`src/rtl/mini_src_cu_pkg.sv`:
```
// Shared definitions for the Mini-SRC control unit: opcodes, IR field positions,
// state encoding, instruction classes and the memory-latency range.
package mini_src_cu_pkg;

    localparam logic [4:0] OP_ADD  = 5'h00;
    localparam logic [4:0] OP_SUB  = 5'h01;
    localparam logic [4:0] OP_AND  = 5'h02;
    localparam logic [4:0] OP_OR   = 5'h03;
    localparam logic [4:0] OP_SHR  = 5'h04;
    localparam logic [4:0] OP_SHRA = 5'h05;
    localparam logic [4:0] OP_SHL  = 5'h06;
    localparam logic [4:0] OP_ROR  = 5'h07;
    localparam logic [4:0] OP_ROL  = 5'h08;
    localparam logic [4:0] OP_ADDI = 5'h09;
    localparam logic [4:0] OP_ANDI = 5'h0A;
    localparam logic [4:0] OP_ORI  = 5'h0B;
    localparam logic [4:0] OP_MUL  = 5'h0C;
    localparam logic [4:0] OP_DIV  = 5'h0D;
    localparam logic [4:0] OP_NEG  = 5'h0E;
    localparam logic [4:0] OP_NOT  = 5'h0F;
    localparam logic [4:0] OP_NOP  = 5'h18;
    localparam logic [4:0] OP_HALT = 5'h1B;

    localparam int OP_MSB = 31;
    localparam int OP_LSB = 27;
    localparam int RA_MSB = 26;
    localparam int RA_LSB = 23;
    localparam int RB_MSB = 22;
    localparam int RB_LSB = 19;
    localparam int RC_MSB = 18;
    localparam int RC_LSB = 15;

    localparam int NUM_REGS  = 16;
    localparam int REG_SEL_W = 4;

    localparam int MEM_LATENCY_MIN = 1;
    localparam int MEM_LATENCY_MAX = 15;

    typedef enum logic [3:0] {
        ST_IDLE,
        ST_T0,
        ST_T1,
        ST_T2,
        ST_T3,
        ST_T4,
        ST_T5,
        ST_T6,
        ST_HALT
    } cu_state_t;

    typedef enum logic [2:0] {
        CLS_RTYPE,
        CLS_IMM,
        CLS_MULDIV,
        CLS_UNARY,
        CLS_NOP,
        CLS_HALT,
        CLS_ILLEGAL
    } instr_class_t;

    function automatic instr_class_t classify(input logic [4:0] op);
        instr_class_t cls;
        case (op)
            OP_ADD, OP_SUB, OP_AND, OP_OR, OP_SHR,
            OP_SHRA, OP_SHL, OP_ROR, OP_ROL: cls = CLS_RTYPE;
            OP_ADDI, OP_ANDI, OP_ORI:        cls = CLS_IMM;
            OP_MUL, OP_DIV:                  cls = CLS_MULDIV;
            OP_NEG, OP_NOT:                  cls = CLS_UNARY;
            OP_NOP:                          cls = CLS_NOP;
            OP_HALT:                         cls = CLS_HALT;
            default:                         cls = CLS_ILLEGAL;
        endcase
        return cls;
    endfunction

endpackage

```
`src/rtl/reg_select_decoder.sv`:
```
// 4-to-16 register select decoder: picks Ra/Rb/Rc via Gra/Grb/Grc and drives
// one-hot R0-R15 load enables (Rin) or bus-source selects (Rout).
module reg_select_decoder
    import mini_src_cu_pkg::*;
(
    input  logic [REG_SEL_W-1:0] Ra,
    input  logic [REG_SEL_W-1:0] Rb,
    input  logic [REG_SEL_W-1:0] Rc,
    input  logic                 Gra,
    input  logic                 Grb,
    input  logic                 Grc,
    input  logic                 Rin,
    input  logic                 Rout,
    output logic [NUM_REGS-1:0]  R0_15_in,
    output logic [NUM_REGS-1:0]  R0_15_out
);

    logic [REG_SEL_W-1:0] sel;
    logic [NUM_REGS-1:0]  onehot;
    logic                 any_sel;

    always_comb begin
        sel = '0;
        if (Gra) begin
            sel = Ra;
        end else if (Grb) begin
            sel = Rb;
        end else if (Grc) begin
            sel = Rc;
        end
        any_sel   = Gra | Grb | Grc;
        onehot    = {{(NUM_REGS-1){1'b0}}, 1'b1} << sel;
        R0_15_in  = (Rin  && any_sel) ? onehot : '0;
        R0_15_out = (Rout && any_sel) ? onehot : '0;
    end

endmodule

```
`src/rtl/mini_src_control_unit.sv`:
```
// Mini-SRC control sequencer: T-state fetch/execute FSM driving datapath strobes.
// Define CU_ILLEGAL_TRAP_EN to trap illegal opcodes into HALT with a sticky flag.
module mini_src_control_unit
    import mini_src_cu_pkg::*;
#(
    parameter int MEM_LATENCY = 1
)
(
    input  logic        clock,
    input  logic        clear,
    input  logic        run,
    input  logic [31:0] IR,
    output logic        PCout,
    output logic        Zhighout,
    output logic        Zlowout,
    output logic        LOout,
    output logic        HIout,
    output logic        MDRout,
    output logic        Cout,
    output logic [15:0] R0_15_out,
    output logic [15:0] R0_15_in,
    output logic        MARin,
    output logic        PCin,
    output logic        MDRin,
    output logic        IRin,
    output logic        Yin,
    output logic        HIin,
    output logic        LOin,
    output logic        Zhighin,
    output logic        Zlowin,
    output logic        IncPC,
    output logic        Read,
    output logic [4:0]  opcode,
    output logic        halted,
    output logic        illegal
);

    localparam int LAT = (MEM_LATENCY < MEM_LATENCY_MIN) ? MEM_LATENCY_MIN :
                         (MEM_LATENCY > MEM_LATENCY_MAX) ? MEM_LATENCY_MAX : MEM_LATENCY;
    localparam logic [3:0] LAST_WAIT = 4'(LAT - 1);

    cu_state_t    state;
    cu_state_t    state_next;
    cu_state_t    end_state;
    instr_class_t cls;
    logic [3:0]   wait_cnt;
    logic         first_wait;
    logic         last_wait;
    logic [4:0]   op;
    logic [3:0]   ra;
    logic [3:0]   rb;
    logic [3:0]   rc;
    logic         gra;
    logic         grb;
    logic         grc;
    logic         r_in;
    logic         r_out;
    logic         unused_ir_bits;

    assign op             = IR[OP_MSB:OP_LSB];
    assign ra             = IR[RA_MSB:RA_LSB];
    assign rb             = IR[RB_MSB:RB_LSB];
    assign rc             = IR[RC_MSB:RC_LSB];
    assign cls            = classify(op);
    assign first_wait     = (wait_cnt == 4'd0);
    assign last_wait      = (wait_cnt == LAST_WAIT);
    assign unused_ir_bits = ^IR[14:0];

    always_ff @(posedge clock or negedge clear) begin
        if (!clear) begin
            state <= ST_IDLE;
        end else begin
            state <= state_next;
        end
    end

    // Counts cycles spent in T1 while the memory read completes.
    always_ff @(posedge clock or negedge clear) begin
        if (!clear) begin
            wait_cnt <= 4'd0;
        end else if (state == ST_T1 && !last_wait) begin
            wait_cnt <= wait_cnt + 4'd1;
        end else begin
            wait_cnt <= 4'd0;
        end
    end

`ifdef CU_ILLEGAL_TRAP_EN
    logic illegal_q;

    always_ff @(posedge clock or negedge clear) begin
        if (!clear) begin
            illegal_q <= 1'b0;
        end else if (state == ST_T2 && cls == CLS_ILLEGAL) begin
            illegal_q <= 1'b1;
        end
    end

    assign illegal = illegal_q;
`else
    assign illegal = 1'b0;
`endif

    always_comb begin
        state_next = state;
        end_state  = run ? ST_T0 : ST_IDLE;
        PCout      = 1'b0;
        Zhighout   = 1'b0;
        Zlowout    = 1'b0;
        LOout      = 1'b0;
        HIout      = 1'b0;
        MDRout     = 1'b0;
        Cout       = 1'b0;
        MARin      = 1'b0;
        PCin       = 1'b0;
        MDRin      = 1'b0;
        IRin       = 1'b0;
        Yin        = 1'b0;
        HIin       = 1'b0;
        LOin       = 1'b0;
        Zhighin    = 1'b0;
        Zlowin     = 1'b0;
        IncPC      = 1'b0;
        Read       = 1'b0;
        opcode     = 5'd0;
        halted     = 1'b0;
        gra        = 1'b0;
        grb        = 1'b0;
        grc        = 1'b0;
        r_in       = 1'b0;
        r_out      = 1'b0;
        case (state)
            ST_IDLE: begin
                if (run) state_next = ST_T0;
            end
            ST_T0: begin
                PCout      = 1'b1;
                MARin      = 1'b1;
                IncPC      = 1'b1;
                Zhighin    = 1'b1;
                Zlowin     = 1'b1;
                state_next = ST_T1;
            end
            // PC update happens once; Read stays up until the last wait cycle.
            ST_T1: begin
                Read = 1'b1;
                if (first_wait) begin
                    Zlowout = 1'b1;
                    PCin    = 1'b1;
                end
                if (last_wait) begin
                    MDRin      = 1'b1;
                    state_next = ST_T2;
                end
            end
            ST_T2: begin
                MDRout = 1'b1;
                IRin   = 1'b1;
                case (cls)
                    CLS_NOP:     state_next = end_state;
                    CLS_HALT:    state_next = ST_HALT;
`ifdef CU_ILLEGAL_TRAP_EN
                    CLS_ILLEGAL: state_next = ST_HALT;
`else
                    CLS_ILLEGAL: state_next = end_state;
`endif
                    default:     state_next = ST_T3;
                endcase
            end
            ST_T3: begin
                r_out      = 1'b1;
                state_next = ST_T4;
                if (cls == CLS_MULDIV) begin
                    gra = 1'b1;
                    Yin = 1'b1;
                end else if (cls == CLS_UNARY) begin
                    grb     = 1'b1;
                    opcode  = op;
                    Zhighin = 1'b1;
                    Zlowin  = 1'b1;
                end else begin
                    grb = 1'b1;
                    Yin = 1'b1;
                end
            end
            ST_T4: begin
                if (cls == CLS_UNARY) begin
                    Zlowout    = 1'b1;
                    gra        = 1'b1;
                    r_in       = 1'b1;
                    state_next = end_state;
                end else begin
                    opcode     = op;
                    Zhighin    = 1'b1;
                    Zlowin     = 1'b1;
                    state_next = ST_T5;
                    if (cls == CLS_IMM) begin
                        Cout = 1'b1;
                    end else begin
                        r_out = 1'b1;
                        grb   = (cls == CLS_MULDIV);
                        grc   = (cls != CLS_MULDIV);
                    end
                end
            end
            ST_T5: begin
                Zlowout = 1'b1;
                if (cls == CLS_MULDIV) begin
                    LOin       = 1'b1;
                    state_next = ST_T6;
                end else begin
                    gra        = 1'b1;
                    r_in       = 1'b1;
                    state_next = end_state;
                end
            end
            ST_T6: begin
                Zhighout   = 1'b1;
                HIin       = 1'b1;
                state_next = end_state;
            end
            ST_HALT: begin
                halted = 1'b1;
            end
            default: begin
                state_next = ST_IDLE;
            end
        endcase
    end

    reg_select_decoder u_reg_select_decoder (
        .Ra        (ra),
        .Rb        (rb),
        .Rc        (rc),
        .Gra       (gra),
        .Grb       (grb),
        .Grc       (grc),
        .Rin       (r_in),
        .Rout      (r_out),
        .R0_15_in  (R0_15_in),
        .R0_15_out (R0_15_out)
    );

endmodule

```
`config.mk`:
```
export PLATFORM = sky130hd
export DESIGN_NAME = mini_src_control_unit
export DESIGN_NICKNAME = d
export VERILOG_FILES = /design/src/rtl/mini_src_cu_pkg.sv /design/src/rtl/reg_select_decoder.sv /design/src/rtl/mini_src_control_unit.sv
export SDC_FILE = /design/constraint.sdc
export NUM_CORES = 1
export LEC_CHECK = 0
export ABC_AREA = 1
export CAP_MARGIN = 20
export CORE_MARGIN = 3
export CORE_UTILIZATION = 37
export CTS_CLUSTER_SIZE = 10
export DETAILED_ROUTE_END_ITERATION = 10
export GPL_TIMING_DRIVEN = 0
export PLACE_DENSITY = 0.86
export SYNTH_ARGS = -nofsm -noshare
export SYNTH_HDL_FRONTEND = slang
export SYNTH_SLANG_ARGS = --single-unit
```
`constraint.sdc`:
```
create_clock -name clock -period 3.37 [get_ports clock]
set_input_delay 0.337 -clock clock [delete_from_list [all_inputs] [get_ports clock]]
set_output_delay 0.337 -clock clock [all_outputs]
set_load 0.005 [all_outputs]
```
==> metrics.md <==
| Metric | Value |
|---|---|
| Row count | 20 |
| Hold WS | 0.358 ns |
| Global route total overflow | 0 |
| Max-cap viol count | 0 |
| Clock latency on the worst-skew pair | between 0.2 and 0.3 ns |
| CORE AREA | 3130 um2 |
| Leak | approximately 0.87 nW |
| Slowest-stage cell, CP | clkdlybuf4s50_1 |
| Sequential share of power | 0.153 |
| RSZ-0062 raised after global routing | false |
| Postcts setup bufs | 0 |
| Internal | ~0.46 mW |
| Tcrit/Tclk final | 0.922 |
| Avg Cell Area, Syn | around 6.2 um2 |
| XOR/XNOR share of the synthesized area | 0.0140 |
| Drc violations | 0 |
| Most common cell after layout, fill and taps aside | clkdlybuf4s50_1 |
| Worst R2R End | state[0] |
| Setup violations, final | 0 |
| Sequential area share after synthesis | 0.160 |
| Reg-to-reg setup timing slack | 1.86 ns |
| HPWL after detailed placement | 3.16 mm |
| DIE AREA | approximately 4100 um2 |
| YS warnings | 0 |
| Setup Total Neg Slack | 0 ns |
| CP Class | in -> out |
| Commonest cells after routing, fill and taps aside | clkdlybuf4s50_1 (73), nor2_1 (42), nand2_1 (28) |
| Switch share | 0.452 |
| Initial DRC Count | 82 |
| Vias in the first global route | 1528 |
| Gr busiest metal | met2 |
| Final hold vios | 0 |
| TritonRoute pass-1 iters | 4 |
| Yosys reg bits | 8 |
| Logic pwr share | 0.756 |
| Clk pwr share | 0.091 |
| Cell Chain, Critical Path | clkdlybuf4s50_1, inv_1, ha_1, inv_1, nand2_2, nand3_2, nand2_2, nand3_1, nand3_2, a21oi_2, buf_6, nand4_2, nor2_1, clkdlybuf4s50_1 |
| Mapped Area | roughly 1200 um2 |
| Port bufs | 73 |
| Max-Slew Margin vs Limit | 0.639 |
| Multiplexer share of the synthesized area | 0 |
| Worst Max-Slew Pin Slew | approximately 0.54 ns |
| Layout Nets | 321 |
| Clk_skew | between 0.004 and 0.005 ns |
| Synth Area in Simple Gates | 0.572 |
| CTS Buf Count | 3 |
| Switch Pwr | 0.377 mW |
| H-Tree Depth | 1 |
| Crit path buffers/inverters | 5 |
| Share of cells above drive strength 1 | 0.168 |
| Synth Area in Compound Gates | 0.0531 |
| R2R cell count | 7 |
| Crit. path cell count | 14 |
| CTS resizes | 0 |
| Clock Tree Root | clkbuf_4 |
| TritonCTS clock tree | done |
| Crit path capture type | primary output |
| Wire length after detailed routing | between 3 and 4 mm |
| Gpl congestion | 0.849 |
| Clock-pin slew on the worst setup and hold paths | about 0.06 ns |
| Worst vdd ir | 0.281 mV |
| Syn Inst Count | 202 |
| Synth cell types | 30 |
| M1 GR Usage | 0.237 |
| First-pass GRT wire length | about 6.6 mm |
| Met3 usage | 0.0475 |
| Critical path data arrival time | ~2.8 ns |
| Hold-fix buffer count after cts | 0 |
| I/O pin total | between 90 and 100 |
| Critical path's largest stage delay | slightly above 0.5 ns |
| CTS sink count | 8 |
| Via count | roughly 1500 |
| Critical path's top delay family | buffers and inverters |
| Post-synthesis adder-cell area fraction | 0.0401 |
| Crit Path Max Fanout | 10 |
| Fmax | about 320 MHz |
| Chip width | between 60 and 70 um |
| Power Density | 403 nW/um2 |
| Initial Util | 0.399 |
| WL per Instance | between 10 and 15 um |
| Final min period | 3.11 ns |
| Max-slew violation count | 0 |
| Required time worst endpoint | roughly 3.0 ns |
| Antenna violations before repair | 0 |
| Startpoint Class | input port |
| Pin count of the biggest net entering global routing | 11 |
| Reg-to-Reg Start | state[3] |
| Main combinational cell family by area after synthesis | simple AND/OR/NAND/NOR gates |
| Hold Crit Class | in -> async |
| Final ANT Viol Nets | 0 |
| Via-to-Cell Ratio | about 4.8 |
| Met2 GRT Util | 0.338 |
| Diode count | 0 |
| Die Ht | between 60 and 70 um |
| Gr usage total | 0.192 |
| Synthesis-to-finish area growth | 65.7% |
| Clock Path Buffers | 2 |
| Status | complete, no violations |
sequential cells by signal (all words and copies together) (netlist names):
register,cells
state,4
wait_cnt,4
how the worst max path moves through the flow:
stage,start,endpoint,slack [ns]
2_1_floorplan,IR[28],R0_15_in[7],1.45
3_3_place_gp,IR[28],R0_15_out[3],0.27
3_5_place_dp,IR[28],R0_15_in[13],0.22
4_1_cts,IR[28],R0_15_in[13],0.22
5_1_grt,IR[28],R0_15_in[9],0.03
6_report,IR[28],R0_15_in[7],0.26
cell type report:
type | count | area [um2]
buffer | 12 | 87.6
clock buffer | 3 | 22.5
fill | 288 | 1060
inverter | 29 | 109
multi-input combinational | 155 | 865
sequential | 8 | 200
tap | 44 | 55.1
timing repair buffer | 73 | 731
power by group through the flow:
| stage | logic (mW) | registers [mW] | clock network (mW) |
|---|---|---|---|
| final | 0.631 | 0.128 | 0.0755 |
| after global routing | 0.704 | 0.131 | 0.0803 |
| after CTS | 0.633 | 0.127 | 0.0754 |
| after detailed placement | 0.630 | 0.129 | 0 |
| after global placement | 0.620 | 0.128 | 0 |
| after floorplan | 0.376 | 0.126 | 0 |
cells in the mapped netlist, drive strengths merged:
cell    instances  area, um2
nor3           16       80.1
nand4           7       56.3
nand2          33        146
xor2            1       8.76
xnor2           1       8.76
conb            1       3.75
clkbuf          1       3.75
or2             1       6.26
nand3          29        193
nor4            1       6.26
dfrtp           8        200
buf            11       83.8
inv            29        109
a21oi           5       32.5
o31ai           2       15.0
o21ai           2       10.0
ha              4       50.1
nor2           49        226
o311ai          1       8.76
through the flow:
stage,total power [mW],instances,setup WS (ns),instance area [um2],utilization
5_1_grt,0.915,324,0.0305,2070,0.662
4_1_cts,0.836,324,0.222,2060,0.660
3_5_place_dp,0.759,321,0.224,2040,0.653
3_3_place_gp,0.749,321,0.272,2040,0.653
2_1_floorplan,0.502,204,1.45,1260,-
6_report,0.834,324,0.262,2070,0.662
cells by family after synthesis:
logic type,count (synthesis)
compound gates,10
xor+xnor,2
simple gates,136
flops,8
buf+inv,41
fa+ha+maj,4
other cells,1
per-layer routing:
metal	wire, um	share of wire	vias up
li1	-	-	803
met1	1600	0.43	686
met2	1860	0.50	51
met3	246	0.066	2
met4	20	0.0054	0
met5	0	0	-
Power figures use the tool's default switching activity.
